<file path="src/rtl/riscv_pkg.sv">
// Shared fetch-stage types and constants for the RV32I front end.
// FETCH_MISALIGN_EN adds the HALT state used after a misaligned redirect.
package riscv_pkg;

    localparam logic [31:0] NOP_INSTR   = 32'h0000_0013;
    localparam int unsigned INSTR_BYTES = 4;

    typedef enum logic [1:0] {
        ST_FETCH,
        ST_WAIT,
        ST_DISCARD
`ifdef FETCH_MISALIGN_EN
        ,
        ST_HALT
`endif
    } fetch_state_t;

endpackage

</file>
<file path="src/rtl/fetch_fifo.sv">
// Prefetch buffer holding {instr, pc} entries; power-of-2 depth, single-cycle flush.
module fetch_fifo #(
    parameter int unsigned DATA_W = 64,
    parameter int unsigned DEPTH  = 2
) (
    input  logic                           clk,
    input  logic                           rst,
    input  logic                           push_i,
    input  logic [DATA_W-1:0]              push_data_i,
    input  logic                           pop_i,
    input  logic                           flush_i,
    output logic [DATA_W-1:0]              head_o,
    output logic [$clog2(DEPTH):0]         count_o
);

    localparam int unsigned PTR_W = $clog2(DEPTH);
    localparam int unsigned CNT_W = PTR_W + 1;

    logic [DATA_W-1:0] mem_q [DEPTH];
    logic [PTR_W-1:0]  wr_ptr_q, wr_ptr_d;
    logic [PTR_W-1:0]  rd_ptr_q, rd_ptr_d;
    logic [CNT_W-1:0]  count_q, count_d;
    logic              push_ok, pop_ok;

    assign push_ok = push_i && (count_q != CNT_W'(DEPTH));
    assign pop_ok  = pop_i && (count_q != '0);

    always_comb begin
        wr_ptr_d = wr_ptr_q;
        rd_ptr_d = rd_ptr_q;
        count_d  = count_q;
        if (flush_i) begin
            wr_ptr_d = '0;
            rd_ptr_d = '0;
            count_d  = '0;
        end else begin
            if (push_ok) wr_ptr_d = wr_ptr_q + PTR_W'(1);
            if (pop_ok)  rd_ptr_d = rd_ptr_q + PTR_W'(1);
            count_d = count_q + CNT_W'(push_ok) - CNT_W'(pop_ok);
        end
    end

    always_ff @(posedge clk) begin
        if (rst) begin
            wr_ptr_q <= '0;
            rd_ptr_q <= '0;
            count_q  <= '0;
        end else begin
            wr_ptr_q <= wr_ptr_d;
            rd_ptr_q <= rd_ptr_d;
            count_q  <= count_d;
        end
    end

    // Storage is not reset; the head is only consumed when count is non-zero.
    always_ff @(posedge clk) begin
        if (push_ok && !flush_i) begin
            mem_q[wr_ptr_q] <= push_data_i;
        end
    end

    assign head_o  = mem_q[rd_ptr_q];
    assign count_o = count_q;

endmodule

</file>
<file path="src/rtl/instr_fetch.sv">
// RV32I instruction fetch: single-outstanding imem reads, prefetch FIFO, redirect flush.
// Optional FETCH_MISALIGN_EN: misaligned redirect raises sticky fault_o and halts fetch.
module instr_fetch
    import riscv_pkg::*;
#(
    parameter int unsigned      WIDTH      = 32,
    parameter logic [WIDTH-1:0] RESET_PC   = '0,
    parameter int unsigned      FIFO_DEPTH = 2
) (
    input  logic             clk,
    input  logic             rst,
    output logic             imem_req,
    output logic [WIDTH-1:0] imem_addr,
    input  logic             imem_ready,
    input  logic             imem_rvalid,
    input  logic [WIDTH-1:0] imem_rdata,
    input  logic             redirect_en,
    input  logic [WIDTH-1:0] redirect_pc,
    output logic             instr_valid,
    input  logic             instr_ready,
    output logic [WIDTH-1:0] instr_o,
    output logic [WIDTH-1:0] instr_pc,
    output logic             fault_o
);

    localparam int unsigned CNT_W = $clog2(FIFO_DEPTH) + 1;

    fetch_state_t       state_q, state_d;
    logic [WIDTH-1:0]   pc_q, pc_d;
    logic [WIDTH-1:0]   req_addr_q, req_addr_d;
    logic               req_q, req_d;
    logic               fault_q, fault_d;

    logic [CNT_W-1:0]   count, count_d;
    logic [2*WIDTH-1:0] head;
    logic               grant, push, pop;
    logic [WIDTH-1:0]   target;
    logic               misalign;

    assign grant = req_q && imem_ready;
    assign pop   = instr_valid && instr_ready && !redirect_en;

`ifdef FETCH_MISALIGN_EN
    assign target   = redirect_pc;
    assign misalign = (redirect_pc[1:0] != 2'b00);
`else
    assign target   = redirect_pc & ~WIDTH'(INSTR_BYTES - 1);
    assign misalign = 1'b0;
`endif

    // Next-state, PC advance, FIFO push and registered request computation.
    always_comb begin
        state_d    = state_q;
        pc_d       = pc_q;
        req_addr_d = req_addr_q;
        fault_d    = fault_q;
        push       = 1'b0;

        unique case (state_q)
            ST_FETCH: begin
                if (grant) begin
                    pc_d       = pc_q + WIDTH'(INSTR_BYTES);
                    req_addr_d = pc_q;
                    state_d    = ST_WAIT;
                end
            end
            ST_WAIT: begin
                if (imem_rvalid) begin
                    push    = 1'b1;
                    state_d = ST_FETCH;
                end
            end
            ST_DISCARD: begin
                if (imem_rvalid) state_d = ST_FETCH;
            end
`ifdef FETCH_MISALIGN_EN
            ST_HALT: state_d = ST_HALT;
`endif
            default: state_d = ST_FETCH;
        endcase

        // Redirect overrides everything: the one in-flight response (if any) must be dropped.
        if (redirect_en) begin
            push = 1'b0;
            pc_d = target;
            unique case (state_q)
                ST_FETCH:   state_d = grant ? ST_DISCARD : ST_FETCH;
                ST_WAIT:    state_d = imem_rvalid ? ST_FETCH : ST_DISCARD;
                ST_DISCARD: state_d = imem_rvalid ? ST_FETCH : ST_DISCARD;
`ifdef FETCH_MISALIGN_EN
                ST_HALT:    state_d = ST_HALT;
`endif
                default:    state_d = ST_FETCH;
            endcase
`ifdef FETCH_MISALIGN_EN
            if (misalign) begin
                fault_d = 1'b1;
                state_d = ST_HALT;
            end
`endif
        end

        if (redirect_en) begin
            count_d = '0;
        end else begin
            count_d = count + CNT_W'(push) - CNT_W'(pop);
        end
        req_d = (state_d == ST_FETCH) && (count_d < CNT_W'(FIFO_DEPTH));
    end

    always_ff @(posedge clk) begin
        if (rst) begin
            state_q    <= ST_FETCH;
            pc_q       <= RESET_PC;
            req_addr_q <= '0;
            req_q      <= 1'b0;
            fault_q    <= 1'b0;
        end else begin
            state_q    <= state_d;
            pc_q       <= pc_d;
            req_addr_q <= req_addr_d;
            req_q      <= req_d;
            fault_q    <= fault_d || misalign && redirect_en && 1'b0;
        end
    end

    fetch_fifo #(
        .DATA_W (2 * WIDTH),
        .DEPTH  (FIFO_DEPTH)
    ) u_fifo (
        .clk         (clk),
        .rst         (rst),
        .push_i      (push),
        .push_data_i ({imem_rdata, req_addr_q}),
        .pop_i       (pop),
        .flush_i     (redirect_en),
        .head_o      (head),
        .count_o     (count)
    );

    assign imem_req    = req_q;
    assign imem_addr   = pc_q;
    assign instr_valid = (count != '0);
    assign instr_o     = instr_valid ? head[2*WIDTH-1:WIDTH] : WIDTH'(NOP_INSTR);
    assign instr_pc    = head[WIDTH-1:0];
    assign fault_o     = fault_q;

endmodule
</file>
<file path="config.mk">
export PLATFORM = sky130hd
export DESIGN_NAME = instr_fetch
export DESIGN_NICKNAME = d
export VERILOG_FILES = /design/src/rtl/riscv_pkg.sv /design/src/rtl/fetch_fifo.sv /design/src/rtl/instr_fetch.sv
export SDC_FILE = /design/constraint.sdc
export NUM_CORES = 1
export LEC_CHECK = 0
export BUFFER_PORTS_ARGS = -buffer_cell sky130_fd_sc_hd__clkbuf_2
export CORE_MARGIN = 3
export CORE_UTILIZATION = 50
export DETAILED_ROUTE_END_ITERATION = 7
export GPL_TIMING_DRIVEN = 0
export PLACE_DENSITY = 0.74
export SLEW_MARGIN = 10
export SYNTH_ARGS = -nofsm -noshare
export SYNTH_HDL_FRONTEND = slang
export SYNTH_SLANG_ARGS = --single-unit
</file>
<file path="constraint.sdc">
create_clock -name clk -period 13.7 [get_ports clk]
set_clock_uncertainty 0.2 [all_clocks]
set_input_delay 3.425 -clock clk [delete_from_list [all_inputs] [get_ports clk]]
set_output_delay 3.425 -clock clk [all_outputs]
set_load 0.02 [all_outputs]
</file>
==> flow_metrics.tcl <==
set metrics [dict create \
    status "finished, final reports clean" \
    combPwrFrac_pct 6.2 \
    cts_max_level 4 \
    cp.required_ns 10.07 \
    grt_usage_pct 22.2 \
    postCtsSetupRepairBufs 0 \
    instances_no_fill 1072 \
    path_max_fanout 10 \
    drv_slew 0 \
    cts_buffers 17 \
    ys_seq_area_share_pct 63.9 \
    ys_top_cells_by_count "edfxtp_1, nand2_1, dfxtp_1, nor2_1, a21oi_1" \
    hold_class "reg2reg" \
    p_int_uw 921 \
    drive_above_1_share_pct 27.8 \
    n_antenna_cell 0 \
    leakage_nw 3.38 \
    ys_types 49 \
    synthCells 662 \
    cp_slowest_cell "clkbuf_1" \
    finalSetupTns_ns 0 \
    hpwl_mm 14.1 \
    end_kind "output port" \
    cts_resized 0 \
    path_clk_slew_ns 0.07 \
    synth.avg_cell_area_um2 12.0 \
    pin_count 169 \
    crit_type "reg2out" \
    reg2reg_depth 8 \
    hold_start "req_addr_q[6]" \
    cts_sinks 192 \
    cp_slowest_stage_delay_ns 0.60 \
    gr-total-overflow 0 \
    regArea_um2 5080 \
    clockPowerShare_pct 40.1 \
    cts_tree "built" \
    synth_most_common_cell "edfxtp_1" \
    finalPower_mw 1.19 \
    fmax_mhz 170 \
    synth_top_area_share_pct 46.8 \
    ir_worst_vdd_v 0.0000860 \
    swShare_pct 22.8 \
    wirelength_mm 19.4 \
    p_seq_share_pct 53.7 \
    r2r-end "imem_addr[29]" \
    worstHoldEndpoint "u_fifo.mem_q[1][6]" \
    initial_core_util_pct 51.8 \
    powerDensity_nw_per_um2 123 \
    tightestPinTransition_ns 1.01 \
    synth_ff_type "edfxtp_1" \
    wire_per_inst_um 18.1 \
    place.gp.congestion 0.922 \
    yosys.area.top_type "edfxtp_1" \
    crit_family "buffers and inverters" \
    final-setup-viol-count 0 \
    area_growth_syn_to_layout_pct 21.9 \
    vias 5904 \
    vias_per_cell 5.51 \
    ys_warn_count 0 \
    grt_start_max_net_pins 50 \
    min_period_ns 5.88 \
    worstPathArrival_ns 2.25 \
    drt_drc_violations_left 0 \
    chipHeight_um 132 \
    holdPathStages 0 \
    p_sw_uw 272 \
    port_buffers 160 \
    n_fill_cell 1251 \
    synth_seq_cells 192 \
    rsz0062_at_grt "false" \
    critPathBufInv 3 \
    core_um2 15400 \
    antenna_found_initial 0 \
    drv_cap 0 \
    die_w_um 132 \
    clockBufferDepth 2 \
    multi_input_area_um2 2650 \
    detail-route-antenna-nets 0 \
    crit_path_start_kind "register" \
    reg2reg_setup_slack_ns 11.00 \
    syn_area_um2 7960 \
    worst_path_most_repeated_cell "clkbuf_1" \
    synth_area_leaders "edfxtp_1, dfxtp_1, nand2_1, mux2_2, mux2i_1" \
    insertion_delay_ns 0.43 \
    critical_path.cell_chain "clkbuf_1, clkbuf_1, mux2_2, clkbuf_2" \
    drt_first_pass_iters 5 \
    first_global_vias 5910 \
    async_flop_share_pct 0 \
    die_area_um2 17500 \
    fp-row-count 45 \
    min_period_over_period_pct 42.9 \
    drt_iter0_drc 423 \
    synth-edff-count 124 \
    grt_pass1_wl_mm 30.7 \
    dp_cells 1040 \
    root_buffer "clkbuf_16" \
    r2r_start "state_q[0]" \
    nets 925 \
    slew_headroom_pct 32.1 \
    holdBufCountCts 0 \
    hold_violations 0 \
]
==> state kept, by name (all words and copies together), names as in the netlist, named ones only <==
name	flops
state_q	2
imem_req	1
u_fifo.count_o	2
imem_addr	30
u_fifo.mem_q	124
u_fifo.wr_ptr_q	1
u_fifo.rd_ptr_q	1
req_addr_q	30
==> kinds of logic (layout without fill, tap and decap cells) <==
family,Yosys count,count (layout),share of synthesized area (%)
AO/OA/AOI/OAI,88,88,7.52
XOR/XNOR,15,15,1.65
adder cells (fa/ha/maj),7,7,1.10
buffers and inverters,59,254,3.13
flip-flops,192,192,63.9
multiplexers,62,62,8.27
other,1,5,0.0471
AND/OR/NAND/NOR,238,238,14.4
==> placed cells by master (no fill, tap or decap), types with 7 or more instances in the layout <==
master       n
a21oi_1     35
nand4_1     12
clkbuf_2   161
clkbuf_16   18
nor2_1      61
mux2_2      30
nor3_1       7
ha_1         7
mux2i_1     32
or4_1        9
xnor2_1      9
dfxtp_1     68
or3_1        8
nand3_1     11
o31ai_1      9
nand2_1     91
a211oi_1     9
a311oi_1    12
edfxtp_1   124
o21ai_0      7
inv_1       12
nor4_1      11
clkbuf_1    33
==> routing by layer <==
layer	up-vias	part of all wire (%)	track usage, %
met1	2798	43	29.7
li1	2786	-	-
met4	0	2.1	8.69
met2	287	47	35.7
met3	33	8.0	4.66
met5	-	0	0
==> metrics by stage <==
stage / util [%] / setup WS (ns) / hold WS, ns / cell area [µm²]
after floorplan: - / 6.38 / 0.225 / 7970
after global placement: 58.8 / 4.71 / 0.234 / 9030
after detailed placement: 59.3 / 7.91 / 0.244 / 9120
after CTS: 63.1 / 7.73 / 0.259 / 9690
after global routing: 63.1 / 7.69 / 0.266 / 9690
final: 63.1 / 7.82 / 0.257 / 9690
==> power by group through the flow <==
| stage | sequential (mW) | clock, mW | combinational [mW] |
|---|---|---|---|
| 4_1_cts | 0.640 | 0.485 | 0.0740 |
| 6_report | 0.641 | 0.478 | 0.0742 |
| 3_5_place_dp | 0.653 | 0 | 0.0737 |
| 2_1_floorplan | 0.655 | 0 | 0.0351 |
| 3_3_place_gp | 0.652 | 0 | 0.0713 |
| 5_1_grt | 0.642 | 0.506 | 0.0812 |
==> area by class of cell <==
type | count | area share, %
Inverter | 12 | 0.465
Sequential cell | 192 | 52.5
Timing Repair Buffer | 163 | 9.03
Clock inverter | 10 | 0.994
Buffer | 47 | 2.10
Clock buffer | 22 | 4.90
Tap cell | 211 | 2.72
Multi-Input combinational cell | 415 | 27.3
==> worst reg2reg max path, cell delays in order (launching register included) <==
cell      delay, ns
dfxtp_1        0.34
inv_1          0.07
ha_1           0.31
nand3_4        0.22
or3_1          0.49
buf_2          0.21
clkbuf_1       0.25
o311ai_0       0.39
nand3_1        0.10
==> worst max-delay path by stage <==
stage	cells past startpoint	startpoint	endpoint	slack, ns
2_1_floorplan	4	redirect_en	u_fifo.mem_q[0][10]	6.38
3_3_place_gp	5	redirect_en	u_fifo.mem_q[0][11]	4.71
3_5_place_dp	8	redirect_en	imem_req	7.91
4_1_cts	4	register	instr_pc[17]	7.73
5_1_grt	5	register	instr_o[15]	7.69
6_report	4	register	instr_pc[17]	7.82
Note: power is estimated with default switching activity, not from simulation.
